$ cat src/rtl/serial_pkg.sv
// ============================================================================
// Module      : serial_pkg
// Description : Shared decoder index codes, status bit positions and UART
//               state encodings for the serial-port device path.
// Revision    : 1.0 - initial release
// ============================================================================
`default_nettype none

package serial_pkg;

    localparam logic [2:0] RAM                = 3'b000;
    localparam logic [2:0] SERIALPORT_DATA_1  = 3'b010;
    localparam logic [2:0] SERIALPORT_STATE_1 = 3'b011;
    localparam logic [2:0] SERIALPORT_DATA_2  = 3'b110;
    localparam logic [2:0] SERIALPORT_STATE_2 = 3'b111;

    localparam int STAT_TX_READY = 0;
    localparam int STAT_RX_READY = 1;
    localparam int STAT_OVERRUN  = 2;

    typedef enum logic [1:0] {
        TX_IDLE  = 2'd0,
        TX_START = 2'd1,
        TX_DATA  = 2'd2,
        TX_STOP  = 2'd3
    } tx_state_t;

    typedef enum logic [1:0] {
        RX_IDLE  = 2'd0,
        RX_START = 2'd1,
        RX_DATA  = 2'd2,
        RX_STOP  = 2'd3
    } rx_state_t;

endpackage

`default_nettype wire

$ cat src/rtl/uart_rx_fifo.sv
// ============================================================================
// Module      : uart_rx_fifo
// Description : Receive byte buffer, either a single holding register
//               (DEPTH=1) or a 4-entry FIFO (DEPTH=4); pop-before-push.
// Revision    : 1.0 - initial release
// ============================================================================
`default_nettype none

module uart_rx_fifo #(
    parameter int DEPTH = 1
) (
    input  logic       clk,
    input  logic       rst,
    input  logic       push,
    input  logic       pop,
    input  logic [7:0] din,
    output logic       full,
    output logic       empty,
    output logic [7:0] head
);

    logic w_do_push;
    logic w_do_pop;

    // A pop in the same cycle frees the slot, so a full buffer still accepts
    assign w_do_pop  = pop && !empty;
    assign w_do_push = push && (!full || pop);

    generate
        if (DEPTH == 1) begin : g_single
            logic [7:0] r_data;
            logic       r_valid;

            always_ff @(posedge clk) begin
                if (rst) begin
                    r_data  <= 8'h00;
                    r_valid <= 1'b0;
                end else if (w_do_push) begin
                    r_data  <= din;
                    r_valid <= 1'b1;
                end else if (w_do_pop) begin
                    r_valid <= 1'b0;
                end
            end

            assign full  = r_valid;
            assign empty = !r_valid;
            assign head  = r_data;
        end else begin : g_multi
            localparam int                c_AW    = $clog2(DEPTH);
            localparam logic [c_AW-1:0]   c_P_ONE = c_AW'(1);
            localparam logic [c_AW:0]     c_C_ONE = (c_AW + 1)'(1);
            localparam logic [c_AW:0]     c_FULL  = (c_AW + 1)'(DEPTH);

            logic [7:0]      r_mem [DEPTH];
            logic [c_AW-1:0] r_rd_ptr;
            logic [c_AW-1:0] r_wr_ptr;
            logic [c_AW:0]   r_count;

            always_ff @(posedge clk) begin
                if (rst) begin
                    for (int i = 0; i < DEPTH; i++) begin
                        r_mem[i] <= 8'h00;
                    end
                    r_rd_ptr <= '0;
                    r_wr_ptr <= '0;
                    r_count  <= '0;
                end else begin
                    if (w_do_push) begin
                        r_mem[r_wr_ptr] <= din;
                        r_wr_ptr        <= r_wr_ptr + c_P_ONE;
                    end
                    if (w_do_pop) begin
                        r_rd_ptr <= r_rd_ptr + c_P_ONE;
                    end
                    case ({w_do_push, w_do_pop})
                        2'b10:   r_count <= r_count + c_C_ONE;
                        2'b01:   r_count <= r_count - c_C_ONE;
                        default: r_count <= r_count;
                    endcase
                end
            end

            assign full  = (r_count == c_FULL);
            assign empty = (r_count == '0);
            assign head  = r_mem[r_rd_ptr];
        end
    endgenerate

endmodule

`default_nettype wire

$ cat src/rtl/uart_mmio_port.sv
// ============================================================================
// Module      : uart_mmio_port
// Description : Memory-mapped 8N1 UART (data + status registers) behind the
//               address decoder. UART_RX_FIFO_EN selects a 4-entry RX FIFO.
// Revision    : 1.0 - initial release
// ============================================================================
`default_nettype none

module uart_mmio_port
    import serial_pkg::*;
#(
    parameter int         CLKS_PER_BIT = 434,
    parameter logic [2:0] IDX_DATA     = SERIALPORT_DATA_2,
    parameter logic [2:0] IDX_STATE    = SERIALPORT_STATE_2
) (
    input  logic        clk,
    input  logic        rst,
    input  logic [2:0]  idx,
    input  logic        rd_en,
    input  logic        wr_en,
    input  logic [7:0]  wr_data,
    output logic [15:0] rd_data,
    input  logic        uart_rxd,
    output logic        uart_txd
);

`ifdef UART_RX_FIFO_EN
    localparam int c_FIFO_DEPTH = 4;
`else
    localparam int c_FIFO_DEPTH = 1;
`endif

    localparam int              c_CW       = $clog2(CLKS_PER_BIT);
    localparam logic [c_CW-1:0] c_BIT_LAST = c_CW'(CLKS_PER_BIT - 1);
    localparam logic [c_CW-1:0] c_HALF_LAST = c_CW'(CLKS_PER_BIT / 2 - 1);
    localparam logic [c_CW-1:0] c_CNT_ONE  = c_CW'(1);

    logic w_data_sel, w_state_sel;
    logic w_wr_accept, w_pop, w_stat_rd;
    logic w_tx_ready;

    assign w_data_sel  = (idx == IDX_DATA);
    assign w_state_sel = (idx == IDX_STATE);
    assign w_wr_accept = wr_en && w_data_sel && w_tx_ready;
    assign w_pop       = rd_en && w_data_sel;
    assign w_stat_rd   = rd_en && w_state_sel;

    // ------------------------------------------------------------------ TX
    tx_state_t       r_tx_state, w_tx_next;
    logic [c_CW-1:0] r_tx_cnt;
    logic [2:0]      r_tx_bit;
    logic [7:0]      r_tx_shift;
    logic            w_tx_tick;

    assign w_tx_tick = (r_tx_cnt == c_BIT_LAST);

    always_ff @(posedge clk) begin
        if (rst) r_tx_state <= TX_IDLE;
        else     r_tx_state <= w_tx_next;
    end

    always_comb begin
        w_tx_next = r_tx_state;
        case (r_tx_state)
            TX_IDLE:  if (w_wr_accept) w_tx_next = TX_START;
            TX_START: if (w_tx_tick) w_tx_next = TX_DATA;
            TX_DATA:  if (w_tx_tick && (r_tx_bit == 3'd7)) w_tx_next = TX_STOP;
            TX_STOP:  if (w_tx_tick) w_tx_next = TX_IDLE;
            default:  w_tx_next = TX_IDLE;
        endcase
    end

    always_comb begin
        uart_txd   = 1'b1;
        w_tx_ready = 1'b0;
        case (r_tx_state)
            TX_IDLE:  w_tx_ready = 1'b1;
            TX_START: uart_txd   = 1'b0;
            TX_DATA:  uart_txd   = r_tx_shift[0];
            default:  uart_txd   = 1'b1;
        endcase
    end

    always_ff @(posedge clk) begin
        if (rst) begin
            r_tx_cnt   <= '0;
            r_tx_bit   <= 3'd0;
            r_tx_shift <= 8'h00;
        end else if (r_tx_state == TX_IDLE) begin
            r_tx_cnt <= '0;
            r_tx_bit <= 3'd0;
            if (w_wr_accept) r_tx_shift <= wr_data;
        end else if (w_tx_tick) begin
            r_tx_cnt <= '0;
            if (r_tx_state == TX_DATA) begin
                r_tx_shift <= {1'b0, r_tx_shift[7:1]};
                r_tx_bit   <= r_tx_bit + 3'd1;
            end
        end else begin
            r_tx_cnt <= r_tx_cnt + c_CNT_ONE;
        end
    end

    // ------------------------------------------------------------------ RX
    rx_state_t       r_rx_state, w_rx_next;
    logic            r_rxd_meta, r_rxd_sync, r_rxd_prev;
    logic [c_CW-1:0] r_rx_cnt;
    logic [2:0]      r_rx_bit;
    logic [7:0]      r_rx_shift;
    logic            w_rx_tick, w_rx_half, w_rx_restart, w_rx_push;

    assign w_rx_tick = (r_rx_cnt == c_BIT_LAST);
    assign w_rx_half = (r_rx_cnt == c_HALF_LAST);

    always_ff @(posedge clk) begin
        if (rst) begin
            r_rxd_meta <= 1'b1;
            r_rxd_sync <= 1'b1;
            r_rxd_prev <= 1'b1;
        end else begin
            r_rxd_meta <= uart_rxd;
            r_rxd_sync <= r_rxd_meta;
            r_rxd_prev <= r_rxd_sync;
        end
    end

    always_ff @(posedge clk) begin
        if (rst) r_rx_state <= RX_IDLE;
        else     r_rx_state <= w_rx_next;
    end

    always_comb begin
        w_rx_next = r_rx_state;
        case (r_rx_state)
            RX_IDLE:  if (r_rxd_prev && !r_rxd_sync) w_rx_next = RX_START;
            RX_START: if (w_rx_half) w_rx_next = r_rxd_sync ? RX_IDLE : RX_DATA;
            RX_DATA:  if (w_rx_tick && (r_rx_bit == 3'd7)) w_rx_next = RX_STOP;
            RX_STOP:  if (w_rx_tick) w_rx_next = RX_IDLE;
            default:  w_rx_next = RX_IDLE;
        endcase
    end

    // Only a high stop bit delivers the byte; a low one is a framing error
    always_comb begin
        w_rx_push    = 1'b0;
        w_rx_restart = 1'b0;
        case (r_rx_state)
            RX_START: w_rx_restart = w_rx_half;
            RX_DATA:  w_rx_restart = w_rx_tick;
            RX_STOP: begin
                w_rx_restart = w_rx_tick;
                w_rx_push    = w_rx_tick && r_rxd_sync;
            end
            default: w_rx_restart = 1'b0;
        endcase
    end

    always_ff @(posedge clk) begin
        if (rst) begin
            r_rx_cnt   <= '0;
            r_rx_bit   <= 3'd0;
            r_rx_shift <= 8'h00;
        end else if (r_rx_state == RX_IDLE) begin
            r_rx_cnt <= '0;
            r_rx_bit <= 3'd0;
        end else if (w_rx_restart) begin
            r_rx_cnt <= '0;
            if (r_rx_state == RX_DATA) begin
                r_rx_shift <= {r_rxd_sync, r_rx_shift[7:1]};
                r_rx_bit   <= r_rx_bit + 3'd1;
            end
        end else begin
            r_rx_cnt <= r_rx_cnt + c_CNT_ONE;
        end
    end

    // ------------------------------------------------------- buffer/status
    logic       w_fifo_full, w_fifo_empty;
    logic [7:0] w_rx_byte;
    logic       r_overrun;

    uart_rx_fifo #(
        .DEPTH (c_FIFO_DEPTH)
    ) u_rx_fifo (
        .clk   (clk),
        .rst   (rst),
        .push  (w_rx_push),
        .pop   (w_pop),
        .din   (r_rx_shift),
        .full  (w_fifo_full),
        .empty (w_fifo_empty),
        .head  (w_rx_byte)
    );

    // A drop in the same cycle as a status read still latches
    always_ff @(posedge clk) begin
        if (rst)                                          r_overrun <= 1'b0;
        else if (w_rx_push && w_fifo_full && !w_pop)      r_overrun <= 1'b1;
        else if (w_stat_rd)                               r_overrun <= 1'b0;
    end

    always_comb begin
        rd_data = 16'h0000;
        if (w_data_sel) begin
            rd_data = {8'h00, w_rx_byte};
        end else if (w_state_sel) begin
            rd_data[STAT_TX_READY] = w_tx_ready;
            rd_data[STAT_RX_READY] = !w_fifo_empty;
            rd_data[STAT_OVERRUN]  = r_overrun;
        end
    end

endmodule

`default_nettype wire

$ cat config.mk
export PLATFORM = sky130hd
export DESIGN_NAME = uart_mmio_port
export DESIGN_NICKNAME = d
export VERILOG_FILES = /design/src/rtl/serial_pkg.sv /design/src/rtl/uart_rx_fifo.sv /design/src/rtl/uart_mmio_port.sv
export SDC_FILE = /design/constraint.sdc
export NUM_CORES = 1
export LEC_CHECK = 0
export BUFFER_PORTS_ARGS = -buffer_cell sky130_fd_sc_hd__buf_2
export CORE_ASPECT_RATIO = 1.4
export CORE_MARGIN = 2
export CORE_UTILIZATION = 57
export CTS_CLUSTER_DIAMETER = 120
export DETAILED_ROUTE_END_ITERATION = 10
export PLACE_DENSITY = 0.78
export SLEW_MARGIN = 20
export SYNTH_ARGS = -nofsm -noshare
export SYNTH_HDL_FRONTEND = slang
export SYNTH_SLANG_ARGS = --single-unit
$ cat constraint.sdc
create_clock -name clk -period 1.9 [get_ports clk]
set_input_delay 0.38 -clock clk [delete_from_list [all_inputs] [get_ports clk]]
set_output_delay 0.38 -clock clk [all_outputs]
set_load 0.02 [all_outputs]
==> metrics.csv <==
stage,metric,value,unit
placement,RePlAce Congestion,0.752,
clock_tree,Root Driver,clkbuf_8,
timing,final setup fails,0,
finish,Final nets,344,
status,run status,completed,
setup_path,crit end category,primary output,
finish,# diodes,0,
synth,Post-synth EDFFs,0,
synth,Syn Area/Cell,9.56,sq um
setup_path,CP max stage cell,dfxtp_2,
timing,final slew viol count,0,
grt,antenna violations before repair,0,
pwr,PwrDens,875,nW/um^2
timing,Final period util,94.8,%
grt,pin count of the biggest net entering global routing,28,
clock_tree,CTS tree,yes,
die,I/O pin count,33,
pwr,sw frac,26.2,%
route,routed wire length,5150,um
setup_path,Critical Path AT,1.42,ns
setup_path,biggest cell delay along the critical path,0.36,ns
timing,Fmax,555,MHz
synth,async set-reset flop share out of synthesis,0,%
finish,ratio of cells with drive above 1 in the final layout,21.6,%
flow_run,max-cap violation count,0,
setup_path,cell mode on critical path,inv_1,
synth,Synth cell types,46,
pwr,Tot Pwr,2700,uW
synth,#FFs+latches synth,57,
die,Die W,62.0,um
route,vias per cell,5.35,
timing,final clock skew,0.00385,ns
finish,"commonest non-fill, non-tap cell in the layout",dfxtp_1,
clock_tree,clk buf depth,2,
synth,post-synthesis cell area,2690,sq um
grt,first-pass GRT wire length,8580,um
route,first-pass detailed-route iteration total,5,
grt,"Remaining Overflow, GRT",0,
setup_path,Worst Path Max Fanout,4,
grt,Tot GR Track Use,21.8,%
synth,post-synthesis cell count,281,
route,Post-DRT Antenna Nets,0,
route,DR vias,2043,
clock_tree,cts hold-fix bufs,0,
setup_path,Setup crit start kind,flip-flop,
route,mean routed wirelength per cell,13.5,um
die,die area,5290,sq um
clock_tree,htree depth,3,
timing,Final Hold Violating Endpoints,0,
synth,sequential fraction of the synthesis area,42.5,%
pwr,Logic pwr share,11.3,%
grt,vias in the first global route,2008,
pwr,sequential power share,46.4,%
pwr,"IR drop worst, VDD",0.618,mV
placement,IO buf count,24,
finish,most frequent cells in the layout,"dfxtp_1 (56), nor2_1 (46), mux2i_1 (24), buf_2 (24)",
placement,DP HPWL,3630,um
pwr,Int Pwr,1990,uW
clock_tree,Sink Count,57,
timing,RSZ-0062 raised after global routing,no,
setup_path,CP Cell Sequence,"inv_1, ha_1, inv_1, nor2_1, a21oi_1, buf_2",
die,row cnt,29,
finish,FILL cells,363,
clock_tree,cts bufs inserted,9,
pwr,Lkg Pwr,0.00119,uW
clock_tree,Worst-Skew Late Latency,0.34,ns
die,Initial Utilization,59.2,%
route,DRC Markers,0,
clock_tree,Worst-path clk slew,0.07,ns
worst_hold_path,class of the worst hold path,in2reg,
setup_path,WS Path Type,reg2out,
setup_path,CP Data Required Time,1.52,ns
pwr,switching pwr,709,uW
timing,minimum clock period,1.80,ns
finish,final core occ,68.2,%
finish,area grow syn2layout,15.1,%
route,initial drt markers,103,
die,die height,85.2,um
synth,Synthesis Warnings,0,
timing,setup TNS,0,ns
pwr,Clock Power Share,42.3,%
synth,Post-synth top flop,dfxtp_1,
die,core area,4540,sq um
[cells by family after synthesis]
kind of cell | after synthesis | share of synthesized area (%)
adders and majority gates | 13 | 6.06
buffers and inverters | 30 | 5.73
DFF | 57 | 42.5
xor gates and xnor gates | 15 | 4.89
and+or+nand+nor | 103 | 20.0
muxes | 24 | 8.94
AOI/OAI and AO/OA | 38 | 11.8
other | 1 | 0.140
[layer usage]
| layer | up-vias | routed length (um) | global-route usage [%] |
|---|---|---|---|
| met3 | 12 | 175 | 7.47 |
| met2 | 37 | 2710 | 36.2 |
| met1 | 961 | 2170 | 23.9 |
| li1 | 1033 | - | - |
| met5 | - | 0 | 0 |
| met4 | 0 | 95 | 10.4 |
[Yosys cell counts (all sizes together), types with 7 or more instances]
library cell	number	area, sq um
o221a	7	78.8
ha	13	163
mux2i	24	240
o21a	7	52.6
and2	7	43.8
dfxtp	57	1140
clkbuf	9	35.0
nand3	8	40.0
buf	11	81.3
nor2	46	173
nand2	11	41.3
inv	10	37.5
xnor2	9	78.8
[power groups by stage]
stage	logic [uW]	clock network (uW)	registers (uW)
4_1_cts	303	1180	1250
2_1_floorplan	228	0	1270
3_3_place_gp	294	0	1280
6_report	305	1140	1250
5_1_grt	341	1230	1260
3_5_place_dp	301	0	1280
[repair_timing]
action	4_1_cts	5_1_grt
setup endpoints to repair	0	10
gates resized for setup	0	2
buffers inserted	0	1
[final timing paths]
path | cells after the start | end | slack (ns) | startpoint
worst min-delay path | 2 | r_rxd_meta | 0.23 | uart_rxd
worst max register to register | 6 | r_rx_shift[6] | 0.16 | r_rx_cnt[0]
worst min register to register | 1 | r_rxd_sync | 0.42 | r_rxd_meta
worst max-delay path | 6 | uart_txd | 0.1 | r_tx_state[0]
[cell type report]
| cell class | instances | area, sq um | share of cell area, % |
|---|---|---|---|
| clock buffer | 10 | 138 | 4.45 |
| clock inverter | 6 | 66.3 | 2.14 |
| inverter | 10 | 37.5 | 1.21 |
| multi-input combinational | 201 | 1420 | 45.9 |
| sequential | 57 | 1140 | 36.9 |
| tap | 62 | 77.6 | 2.51 |
| timing repair buffer | 36 | 210 | 6.80 |
[per-stage QoR]
stage          cells  hold slack, ns  area [sq um]  setup WS (ns)
5_1_grt          382           0.216          3090         0.0129
3_5_place_dp     365           0.407          2880          0.120
3_3_place_gp     365           0.399          2880          0.183
6_report         382           0.228          3090         0.0994
4_1_cts          381           0.216          3080         0.0114
2_1_floorplan    288           0.389          2710          0.152
[sequential cells by signal (all words and copies together) (netlist names), 2 cells and up, named ones only]
name            flops
r_rx_bit            3
r_rx_shift          8
r_tx_state          2
u_rx_fifo.head      8
r_rx_cnt            9
r_tx_bit            3
r_tx_cnt            9
r_tx_shift          8
[worst max-delay path, delay by kind of cell, from the launching register on]
family | cells | cell delay (ns)
adder cells (fa/ha/maj) | 1 | 0.23
AND/OR/NAND/NOR | 1 | 0.04
AO/OA/AOI/OAI | 1 | 0.12
buffers and inverters | 3 | 0.34
flip-flops | 1 | 0.36
Note: power is estimated with default switching activity, not from simulation.
